`src/rtl/if_fetch.sv`:
```
// Instruction-fetch stage: owns the PC, assembles each 32-bit instruction from four byte reads
// on the unified memory port and presents it to decode until consumed or redirected.
module if_fetch #(
    parameter logic [31:0] RESET_PC = 32'h0000_0000
) (
    input  logic        clk,
    input  logic        rst,
    input  logic        stall_i,
    input  logic        branch_flag_i,
    input  logic [31:0] branch_target_address_i,
    output logic        mem_req_o,
    output logic [31:0] mem_addr_o,
    input  logic        mem_ack_i,
    input  logic [7:0]  mem_rdata_i,
    output logic        if_valid_o,
    output logic [31:0] pc_o,
    output logic [31:0] inst_o,
    output logic        stallreq_o
);

    localparam logic StFetch   = 1'b0;
    localparam logic StPresent = 1'b1;

    logic        state_q, state_d;
    logic [31:0] pc_q, pc_d;
    logic [1:0]  cnt_q, cnt_d;
    logic [23:0] buf_q, buf_d;
    logic        req_q, req_d;
    logic [31:0] addr_q, addr_d;
    logic        valid_q, valid_d;
    logic [31:0] pc_out_q, pc_out_d;
    logic [31:0] inst_q, inst_d;
    logic        stallreq_q, stallreq_d;

    logic [31:0] branch_pc;
    logic [31:0] beat_addr;

    assign branch_pc = branch_target_address_i & 32'hFFFF_FFFC;
    assign beat_addr = pc_q + {30'd0, cnt_q};

    always_comb begin
        state_d    = state_q;
        pc_d       = pc_q;
        cnt_d      = cnt_q;
        buf_d      = buf_q;
        req_d      = req_q;
        addr_d     = addr_q;
        valid_d    = valid_q;
        pc_out_d   = pc_out_q;
        inst_d     = inst_q;
        stallreq_d = stallreq_q;

        if (branch_flag_i) begin
            // Redirect wins over everything but reset; partial bytes and any ack are dropped.
            state_d    = StFetch;
            pc_d       = branch_pc;
            cnt_d      = 2'd0;
            req_d      = 1'b1;
            addr_d     = branch_pc;
            valid_d    = 1'b0;
            inst_d     = 32'h0;
            stallreq_d = 1'b1;
        end else begin
            unique case (state_q)
                StFetch: begin
                    req_d      = 1'b1;
                    stallreq_d = 1'b1;
                    addr_d     = beat_addr;
                    // Acks only count once the request is actually visible on the port.
                    if (req_q && mem_ack_i) begin
                        if (cnt_q == 2'd3) begin
                            state_d    = StPresent;
                            cnt_d      = 2'd0;
                            req_d      = 1'b0;
                            stallreq_d = 1'b0;
                            valid_d    = 1'b1;
                            pc_out_d   = pc_q;
                            inst_d     = {mem_rdata_i, buf_q};
                            addr_d     = addr_q;
                        end else begin
                            unique case (cnt_q)
                                2'd0:    buf_d[7:0]   = mem_rdata_i;
                                2'd1:    buf_d[15:8]  = mem_rdata_i;
                                default: buf_d[23:16] = mem_rdata_i;
                            endcase
                            cnt_d  = cnt_q + 2'd1;
                            addr_d = beat_addr + 32'd1;
                        end
                    end
                end
                StPresent: begin
                    if (!stall_i) begin
                        state_d    = StFetch;
                        pc_d       = pc_q + 32'd4;
                        req_d      = 1'b1;
                        addr_d     = pc_q + 32'd4;
                        valid_d    = 1'b0;
                        inst_d     = 32'h0;
                        stallreq_d = 1'b1;
                    end
                end
                default: state_d = StFetch;
            endcase
        end
    end

    always_ff @(posedge clk) begin
        if (rst) begin
            state_q    <= StFetch;
            pc_q       <= RESET_PC;
            cnt_q      <= 2'd0;
            buf_q      <= 24'h0;
            req_q      <= 1'b0;
            addr_q     <= 32'h0;
            valid_q    <= 1'b0;
            pc_out_q   <= RESET_PC;
            inst_q     <= 32'h0;
            stallreq_q <= 1'b0;
        end else begin
            state_q    <= state_d;
            pc_q       <= pc_d;
            cnt_q      <= cnt_d;
            buf_q      <= buf_d;
            req_q      <= req_d;
            addr_q     <= addr_d;
            valid_q    <= valid_d;
            pc_out_q   <= pc_out_d;
            inst_q     <= inst_d;
            stallreq_q <= stallreq_d;
        end
    end

    assign mem_req_o  = req_q;
    assign mem_addr_o = addr_q;
    assign if_valid_o = valid_q;
    assign pc_o       = pc_out_q;
    assign inst_o     = inst_q;
    assign stallreq_o = stallreq_q;

endmodule

```
`config.mk`:
```
export PLATFORM = sky130hd
export DESIGN_NAME = if_fetch
export DESIGN_NICKNAME = d
export VERILOG_FILES = /design/src/rtl/if_fetch.sv
export SDC_FILE = /design/constraint.sdc
export NUM_CORES = 1
export LEC_CHECK = 0
export CORE_MARGIN = 5
export CORE_UTILIZATION = 30
export CTS_BUF_LIST = sky130_fd_sc_hd__clkbuf_4 sky130_fd_sc_hd__clkbuf_8 sky130_fd_sc_hd__clkbuf_16
export CTS_CLUSTER_SIZE = 12
export DETAILED_ROUTE_END_ITERATION = 16
export RECOVER_POWER = 25
export SLEW_MARGIN = 15
export SYNTH_ARGS = -nofsm -noshare
export SYNTH_HDL_FRONTEND = slang
export SYNTH_SLANG_ARGS = --single-unit
```
`constraint.sdc`:
```
create_clock -name clk -period 3.91 [get_ports clk]
set_clock_uncertainty 0.05 [all_clocks]
set_input_delay 0.782 -clock clk [delete_from_list [all_inputs] [get_ports clk]]
set_output_delay 0.782 -clock clk [all_outputs]
set_load 0.02 [all_outputs]
```
; Word-level counts from Yosys, hierarchy flattened
; Cells that the tools add are included.
[totals]
regBits = 157
in_bits = 45
wordCells = 72
out_inout_bits = 99
[classes]
n_addsub = 4
n_mux = 26
bitwise_logic = 5
reduce_logical = 15
eq_ne = 9
[ops]
columns = op, n
row1 = $mux 32, 10
row2 = $pmux 32 s2, 2
row3 = $add 32x1->32 const B, 1
row4 = $add 32x2->32, 1
row5 = $add 32x3->32 const B, 1
row6 = $reduce_and 5->1, 3
row7 = $mux 1, 10
row8 = $reduce_and 2->1, 5
row9 = $ne 2x2->1 const B, 3
row10 = $ne 3x3->1 const B, 2
row11 = $pmux 1 s2, 3
row12 = $not 1->1, 5
row13 = $ne 4x4->1 const B, 1
row14 = $reduce_and 4->1, 1
row15 = $reduce_or 2->1, 2
row16 = $reduce_and 3->1, 1
row17 = $add 2x1->2 const B, 1
row18 = $eq 2x1->1 const B, 1
row19 = $eq 2x2->1 const B, 1
row20 = $logic_not 2->1, 1
row21 = $mux 2, 1
row22 = $ne 2x1->1 const B, 1
row23 = $reduce_bool 2->1, 1
row24 = $logic_and 1x1->1, 1

; Longest topological paths before layout
; Gate-level depths: netlist of the first run.
[logic_depth]
ltp_word = 6
depth_mapped = 8
ltp_nobuf = 6

; Worst setup path before layout of the first run
; No wires, ideal clock.
[synth_path]
path_type = input-to-reg
from = in mem_ack_i
to = reg buf_q[23]
n_path_buf = 2
t_required_ns = 3.732
arrival_time_ns = 2.120
slack_ns = 1.612
setup_time_ns = 0.128
stages = 7
path_cell_list = clkbuf_1 nand3b_1 nor3_1 nor3b_1 buf_2 mux2i_1 nor2_1
[synth_via]
elab_chain_len = 2
[synth_rtl]
columns = element, line
row1 = from (decl), 13  ; input logic mem_ack_i,
row2 = $logic_and 1x1->1, 70  ; if (req_q && mem_ack_i) begin
row3 = $reduce_and 5->1 (no source line), n/a
row4 = to (signal assigned), 123  ; buf_q <= buf_d;
row5 = to (decl), 27  ; logic [23:0] buf_q, buf_d;
; No other way between the ends.
; A chain may end at the register's enable or synchronous reset.

; Worst setup path in the final report of the first run
[layout_path]
from = in branch_flag_i
to = reg addr_q[0] (netlist: mem_addr_o[0])
[layout_via]
elab_chain_len = 1
[layout_rtl]
columns = element, line
row1 = from (decl), 9  ; input logic branch_flag_i,
row2 = $reduce_or 2->1 (no source line), n/a
row3 = to (signal assigned), 125  ; addr_q <= addr_d;
row4 = to (decl), 29  ; logic [31:0] addr_q, addr_d;
; No other way between the ends.

==> results of run 1 <==
## synth_stat cells (2+ instances only)
cell type | number | share of area [%]
and3_1 | 2 | 0.18
buf_2 | 12 | 0.86
nor3_1 | 21 | 1.5
a31oi_1 | 6 | 0.54
or3_1 | 6 | 0.54
nor4_1 | 10 | 0.89
buf_1 | 6 | 0.32
a2111oi_0 | 2 | 0.25
and4_1 | 3 | 0.38
o22ai_1 | 2 | 0.18
clkbuf_1 | 55 | 2.9
nor2_1 | 59 | 3.2
nor2b_1 | 3 | 0.27
a22oi_1 | 3 | 0.32
nor4_2 | 2 | 0.36
nand3_1 | 54 | 3.9
a21boi_0 | 15 | 1.6
nand4_1 | 28 | 2.5
xor2_1 | 32 | 4.0
a211oi_1 | 9 | 0.97
a21oi_1 | 95 | 6.8
o21ai_0 | 33 | 2.4
nand2b_1 | 3 | 0.27
or4_1 | 3 | 0.32
o21a_1 | 17 | 1.8
a21o_1 | 3 | 0.32
dfxtp_1 | 153 | 44
xnor2_1 | 18 | 2.3
clkbuf_2 | 2 | 0.14
mux2i_1 | 27 | 3.9
buf_4 | 4 | 0.43
mux2_2 | 3 | 0.48
inv_1 | 7 | 0.38
ha_1 | 5 | 0.89
nand2_1 | 134 | 7.2
and2_1 | 4 | 0.36
## worst max-delay path, delay by kind of cell
family                 cells  cell delay, ps
buffers and inverters      4            1640
AOI/OAI and AO/OA          1             270
and+or+nand+nor            2             370
## per-stage QoR
step | cells | instance area [um^2] | hold WS (ps) | util, %
2_1_floorplan | 863 | 7000 | 381 | -
3_3_place_gp | 1253 | 8580 | 389 | 37.6
3_5_place_dp | 1253 | 8580 | 394 | 37.6
4_1_cts | 1285 | 9160 | 404 | 40.2
5_1_grt | 1286 | 9160 | 424 | 40.2
6_report | 1286 | 9160 | 401 | 40.2
## how the worst max path moves through the flow
stage | start | endpoint
floorplan | mem_ack_i | buf_q[23]
global placement | branch_flag_i | mem_addr_o[0]
detailed placement | branch_flag_i | mem_addr_o[0]
CTS | branch_flag_i | mem_addr_o[0]
global route | branch_flag_i | mem_addr_o[0]
finish | branch_flag_i | mem_addr_o[0]
## flip-flops by register name (all words and copies together) (netlist names)
register	count
stallreq_o	1
pc_q	30
if_valid_o	1
buf_q	24
state_q	1
cnt_q	2
pc_o	30
mem_addr_o	32
inst_o	32
## routing by layer
layer | share of wire, % | track usage, % | wire, um | up-vias
met5 | 0.031 | 0 | 7 | -
met3 | 5.3 | 3.57 | 1200 | 30
met4 | 2.0 | 5.18 | 460 | 2
met1 | 46 | 23.2 | 10400 | 3070
met2 | 46 | 26.4 | 10400 | 202
li1 | - | - | - | 3202
## kinds of logic after synthesis
kind of cell | after synthesis | share of synthesized area (%)
adders and majority gates | 5 | 0.894
other | 1 | 0.0536
AOI/OAI and AO/OA | 197 | 16.7
muxes | 30 | 4.34
DFF | 153 | 43.8
xor gates and xnor gates | 50 | 6.26
and+or+nand+nor | 338 | 22.7
buffers and inverters | 88 | 5.29
## where the power goes
group / switching (uW) / internal (uW) / leakage (uW)
clock network: 733 / 903 / 0.000283
logic: 153 / 136 / 0.00175
registers: 68.9 / 1610 / 0.00125
## layout make-up
| class | count | share of cell area, % |
|---|---|---|
| Multi-Input combinational cell | 622 | 39.0 |
| Sequential cell | 153 | 33.4 |
| Timing Repair Buffer | 157 | 16.6 |
| Clock buffer | 17 | 4.64 |
| Tap cell | 313 | 4.28 |
| Clock inverter | 15 | 1.71 |
| Inverter | 8 | 0.328 |
| Antenna cell | 1 | 0.0273 |
==> impl_metrics.yaml, run 1 <==
outcome:
  status: "complete, no violations"
critical_path:
  startpoint_type: "primary input"
  r2r_start: "pc_q[2]"
  slowest_delay_ps: 890
  cp_cell_sequence: "dlygate4sd3_1 -> clkinv_1 -> buf_4 -> nand2_1 -> buf_4 -> nor2_1 -> a22o_1"
  ff2ff_path_depth: 6
  required_ps: 4170
  arrival_ps: 3090
  worstPathMaxFanout: 22
  path_class: "in2reg"
  r2r-end: "pc_q[30]"
  crit_top_cell: "buf_4"
  reg2reg_slack_ps: 1260
  end_kind: "flip-flop"
  crit_slowest_cell: "dlygate4sd3_1"
grt:
  first_global_vias: 6221
  grt_usage_pct: 16.8
  antenna_found_initial: 2
  grt_max_degree: 78
  globalRouteOverflowTotal: 0
  grt_pass1_wl_um: 35300
sta:
  relSlewSlack_pct: 27.8
  rsz0062_at_grt: "no"
  setup-violations-final: 0
  tns_ps: 0
  final_max_slew_viol_count: 0
  min_period_over_period_pct: 72.3
  final.setup.worst_slack_ps: 1080
  finalHoldViolCount: 0
  fmax_ghz: 0.354
  layout_min_cycle_time_ps: 2830
  worst_pin_slew_ps: 1080
detailed_routing:
  drt-total-wl_um: 22500
  drtIter0Drc: 464
  detail-route-antenna-nets: 0
  route.detailed.drc: 0
  routedWlPerCell_um: 17.5
  viasPerCell: 5.06
  firstDrtPassIters: 6
  vias: 6506
logic_synthesis:
  yosys_warnings: 0
  ys_seq_area_share_pct: 43.8
  syn-cell-area_um2: 7000
  synth_enable_flop_cells: 0
  async_reset_ff_share_pct: 0
  netlist_instances: 862
  ys_types: 57
  avgSynthCellArea_um2: 8.12
  ys_ff_latch: 153
  yosys_most_used_dff: "dfxtp_1"
power_and_ir_drop:
  max-vdd-ir-drop_mv: 0.226
  power.density_nw_per_um2: 393
  power_uw: 3600
  p_leak_uw: 0.00328
min_path:
  hp-start: "pc_o[13]"
  holdPathStages: 2
  min_path_type: "reg2reg"
  holdPathEnd: "pc_o[13]"
finish:
  area_delta_synth_final_pct: 30.9
  drive_gt1_share_pct: 6.07
  regArea_um2: 3060
  layout_common_cells: "153 x dfxtp_1, 134 x nand2_1, 95 x a21oi_1"
  multi_input_area_um2: 3570
  final_common_cell: "dfxtp_1"
  nNetsFinal: 1009
  fillers: 2306
clocking:
  cts_tree: "built"
  clk_pin_slew_ps: 70
  root_buffer: "clkbuf_16"
  post_cts_resized: 0
  cts_hold_buf: 0
  cts_max_level: 4
  insertion_delay_ps: 420
  post_cts_buffers: 0
  cts_buffers: 17
  clk_path_buf_depth: 2
  cts_sinks: 153
die:
  floorplan.initialDensity_pct: 30.7
  die_w_um: 163
  io_pins: 144
  die_area_um2: 26500
  die_h_um: 163
  rows: 55
  core_um2: 22800
place:
  portBuffers: 139
  gp_congestion: 0.873
  dp_slack_ps: 760
  place_hpwl_um: 15600
run:
  drv_cap: 0
No activity file was read; power rests on OpenSTA's default activity.
==> inputs of run 2 (changes only) <==
==> constraint.sdc (replaced) <==
create_clock -name clk -period 2.4 [get_ports clk]
set_clock_uncertainty 0.05 [all_clocks]
set_input_delay 0.48 -clock clk [delete_from_list [all_inputs] [get_ports clk]]
set_output_delay 0.48 -clock clk [all_outputs]
set_load 0.02 [all_outputs]
==> run 2 against run 1 <==
  * Clock-buffer cell count increased by 2
  * Combinational power increased by 91%
  * Register-to-register slack got worse by 1100 ps
  * Total power increased by 62%
  * Sequential share of layout area decreased by 1.6 points
  * First-iteration DRC count increased by 0.65%
  * Non-clock buffer count increased by 62
==> impl_metrics.yaml, run 2 (same netlist as run 1, synthesis figures left out) <==
clocking:
  post_cts_buffers: 0
  cts_hold_buf: 0
  cts_max_level: 4
  clk_pin_slew_ps: 70
  post_cts_resized: 0
  insertion_delay_ps: 420
  clk_path_buf_depth: 2
  cts_buffers: 17
  cts_tree: "built"
  cts_sinks: 153
  root_buffer: "clkbuf_16"
power_and_ir_drop:
  intPower_uw: 4280
  switching_power_uw: 1550
  max-vdd-ir-drop_mv: 0.302
  p_leak_uw: 0.00354
  clkPwrFrac_pct: 44.4
  p_sw_share_pct: 26.6
  power.density_nw_per_um2: 607
  p_comb_share_pct: 9.4
  power.share.sequential_pct: 46.1
  power_uw: 5840
sta:
  min_period_over_period_pct: 92.5
  rsz0062_at_grt: "no"
  worst_pin_slew_ps: 869
  relSlewSlack_pct: 42.1
  fmax_ghz: 0.451
  layout_min_cycle_time_ps: 2220
  finalHoldViolCount: 0
  setup-violations-final: 0
  whs_ps: 397
  final_max_slew_viol_count: 0
grt:
  antenna_found_initial: 0
  grt_max_degree: 78
  grt_usage_pct: 17.3
  globalRouteOverflowTotal: 0
  grt_pass1_wl_um: 36400
  first_global_vias: 6398
critical_path:
  required_ps: 1870
  crit_family: "buffers and inverters"
  path_class: "reg2out"
  arrival_ps: 1690
  crit_slowest_cell: "clkdlybuf4s50_1"
  worstPathMaxFanout: 13
  ff2ff_path_depth: 6
  worst-path-buf-inv: 1
  end_kind: "output pin"
  cp_cell_sequence: "clkdlybuf4s50_1"
  slowest_delay_ps: 690
  cp.depth: 1
  startpoint_type: "flip-flop"
finish:
  layout_common_cells: "153 x dfxtp_1, 134 x nand2_1, 98 x clkdlybuf4s50_1"
  nNetsFinal: 1071
  postLayoutCoreUtil_pct: 42.2
  area_delta_synth_final_pct: 37.4
  drive_gt1_share_pct: 11.5
  fillers: 2295
  finalNonFillerCells: 1347
  num_antenna_cells: 0
  final_common_cell: "dfxtp_1"
die:
  die_area_um2: 26500
  die_h_um: 163
  io_pins: 144
  core_um2: 22800
  floorplan.initialDensity_pct: 30.7
  die_w_um: 163
  rows: 55
run:
  drv_cap: 0
outcome:
  status: "complete, no violations"
detailed_routing:
  routedWlPerCell_um: 17.3
  drt-total-wl_um: 23300
  viasPerCell: 5.01
  firstDrtPassIters: 5
  drtIter0Drc: 467
  vias: 6743
  detail-route-antenna-nets: 0
  route.detailed.drc: 0
min_path:
  min_path_type: "reg2reg"
  holdPathStages: 2
place:
  place_hpwl_um: 16900
  dp_cells: 1315
  portBuffers: 139
  gp_congestion: 0.897
==> run 2: final timing paths <==
kind               endpoint  slack, ps        from
min reg2reg      inst_o[23]        400   buf_q[23]
min              inst_o[23]        400   buf_q[23]
max               mem_req_o        180  stallreq_o
max reg2reg  mem_addr_o[30]        190    cnt_q[1]
==> run 2: power by group through the flow <==
stage               Combinational (uW)  Clock [uW]  Sequential [uW]
CTS                                559        2640             2690
global placement                   553           0             2750
floorplan                          274           0             2750
finish                             551        2590             2690
global route                       599        2740             2700
detailed placement                 555           0             2750
==> run 2: final cells by class <==
class	count	area [um^2]	area share [%]
clock buffer	19	453	4.71
multi-input combinational	622	3570	37.1
tap	313	392	4.07
clock inverter	13	110	1.14
inverter	8	30.0	0.312
timing repair buffer	219	2000	20.8
sequential	153	3060	31.8
==> run 2: stage by stage <==
step                      worst slack [ps]  area, um^2  TNS [ps]
after detailed placement             -18.9        9070     -98.4
after global routing                  30.1        9620         0
after CTS                              152        9630         0
after floorplan                        322        7000         0
after global placement               -13.4        9070     -14.2
final                                  180        9620         0
==> run 2: layer usage <==
| metal | routed length [um] | global-route usage [%] | vias to the layer above |
|---|---|---|---|
| li1 | - | - | 3315 |
| met5 | 0 | 0 | - |
| met4 | 329 | 4.16 | 0 |
| met3 | 1070 | 3.29 | 18 |
| met1 | 11000 | 24.5 | 3234 |
| met2 | 10800 | 27.2 | 176 |
==> inputs of run 3 (changes only) <==
--- a/config.mk
+++ b/config.mk
@@ -6,10 +6,11 @@
 export NUM_CORES = 1
 export LEC_CHECK = 0
 export CORE_MARGIN = 5
-export CORE_UTILIZATION = 30
+export CORE_UTILIZATION = 47
 export CTS_BUF_LIST = sky130_fd_sc_hd__clkbuf_4 sky130_fd_sc_hd__clkbuf_8 sky130_fd_sc_hd__clkbuf_16
 export CTS_CLUSTER_SIZE = 12
 export DETAILED_ROUTE_END_ITERATION = 16
+export PLACE_DENSITY = 0.77
 export RECOVER_POWER = 25
 export SLEW_MARGIN = 15
 export SYNTH_ARGS = -nofsm -noshare
==> run 3 against run 2 <==
  * Register-to-register slack worse by 50 ps
  * Hold slack better by 2.1 ps
  * Die area is 34% lower
  * Sequential cell count stayed put
==> impl_metrics.yaml, run 3 (same netlist as run 1, synthesis figures left out) <==
place:
  gp_congestion: 0.916
  portBuffers: 139
  dp_cells: 1176
  place_hpwl_um: 15200
  postPlaceCellArea_um2: 8890
die:
  io_pins: 144
  die_w_um: 132
  core_um2: 14600
  rows: 44
  die_area_um2: 17400
  floorplan.initialDensity_pct: 48.0
  die_h_um: 132
power_and_ir_drop:
  p_leak_uw: 0.00343
  max-vdd-ir-drop_mv: 0.460
  power.density_nw_per_um2: 638
  power_uw: 6020
clocking:
  cts_max_level: 4
  cts_sinks: 153
  cts_hold_buf: 0
  clk_pin_slew_ps: 60
  clk_path_buf_depth: 2
  cts_buffers: 17
  cts_tree: "built"
  root_buffer: "clkbuf_16"
  insertion_delay_ps: 430
critical_path:
  arrival_ps: 2570
  reg2reg_slack_ps: 140
  path_class: "reg2reg"
  required_ps: 2710
  worstPathMaxFanout: 8
  startpoint_type: "flip-flop"
  end_kind: "flip-flop"
sta:
  layout_min_cycle_time_ps: 2260
  finalHoldViolCount: 0
  relSlewSlack_pct: 48.7
  whs_ps: 399
  worst_pin_slew_ps: 766
  setup-violations-final: 0
  rsz0062_at_grt: "no"
  final_max_slew_viol_count: 0
  min_period_over_period_pct: 94.2
  fmax_ghz: 0.442
outcome:
  status: "complete, no violations"
grt:
  grt_pass1_wl_um: 34900
  grt_use_met2_pct: 38.0
  grtUsageMet1_pct: 34.1
  grt_usage_pct: 24.6
  grt_max_degree: 78
  globalRouteOverflowTotal: 0
  met3_usage_pct: 5.42
  antenna_found_initial: 0
  first_global_vias: 6474
  busiest_layer: "met2"
finish:
  postLayoutCoreUtil_pct: 64.7
  final_common_cell: "dfxtp_1"
  final_area_um2: 9440
  nNetsFinal: 1061
  area_delta_synth_final_pct: 34.9
  finalNonFillerCells: 1206
  drive_gt1_share_pct: 10.4
  fillers: 1204
  layout_common_cells: "153 x dfxtp_1, 134 x nand2_1, 121 x clkdlybuf4s50_1"
  num_antenna_cells: 0
detailed_routing:
  routedWlPerCell_um: 18.1
  firstDrtPassIters: 5
  viasPerCell: 5.71
  drt-total-wl_um: 21900
  drtIter0Drc: 592
  route.detailed.drc: 0
  detail-route-antenna-nets: 0
  vias: 6884
min_path:
  min_path_type: "reg2reg"
run:
  drv_cap: 0
## run 3: cell types whose count changed in the layout (fill, tap and decap cells not counted), sizes merged
cell and change:
buf -16, bufinv +3, clkbuf +5, clkdlybuf4s50 +23, clkinv -4, clkinvlp +2
dlygate4sd3 -23, inv -2
## run 3: per-layer routing
metal	share of wire (%)	vias up
met5	0	-
li1	-	3296
met1	44	3270
met3	7.4	39
met2	46	279
met4	2.3	0
## run 3: through the flow
stage	setup TNS (ps)	setup WS, ps
final	0	139
after global routing	0	44.8
after CTS	0	108
after detailed placement	-267	-108
after global placement	-53.2	-42.5
after floorplan	0	322
## run 3: final cells by class
class                   instances  area [um^2]  share of cell area (%)
repair buffers                209         1940                    20.5
clock buffers                  18          439                    4.65
multi-input cells             622         3570                    37.8
inverters                       8         30.0                   0.318
clock inverters                12          168                    1.78
flip-flops and latches        153         3060                    32.4
well taps                     184          230                    2.44
## run 3: what timing repair did
item / CTS / global route
buffers inserted: 0 / 0
resized for setup: 0 / 1
setup endpoints to repair: 0 / 3
## run 3: worst max-delay path, cell delays in order (launching register included)
cell and delay [ps]:
dfxtp_1 470, ha_2 330, nand4b_1 230, buf_4 220
o21ai_0 330, nand4_1 200, xor2_1 190, a21oi_1 170
## run 3: where the power goes
part	internal, uW	switching (uW)
sequential	2620	82.4
clock	1670	1100
combinational	259	290
total	4550	1470
## run 3: final timing paths
| kind | start | depth (start not counted) | end |
|---|---|---|---|
| hold reg to reg | pc_o[5] | 2 | pc_o[5] |
| setup / recovery | cnt_q[1] | 7 | mem_addr_o[30] |
| setup reg to reg | cnt_q[1] | 7 | mem_addr_o[30] |
| hold / removal | pc_o[5] | 2 | pc_o[5] |
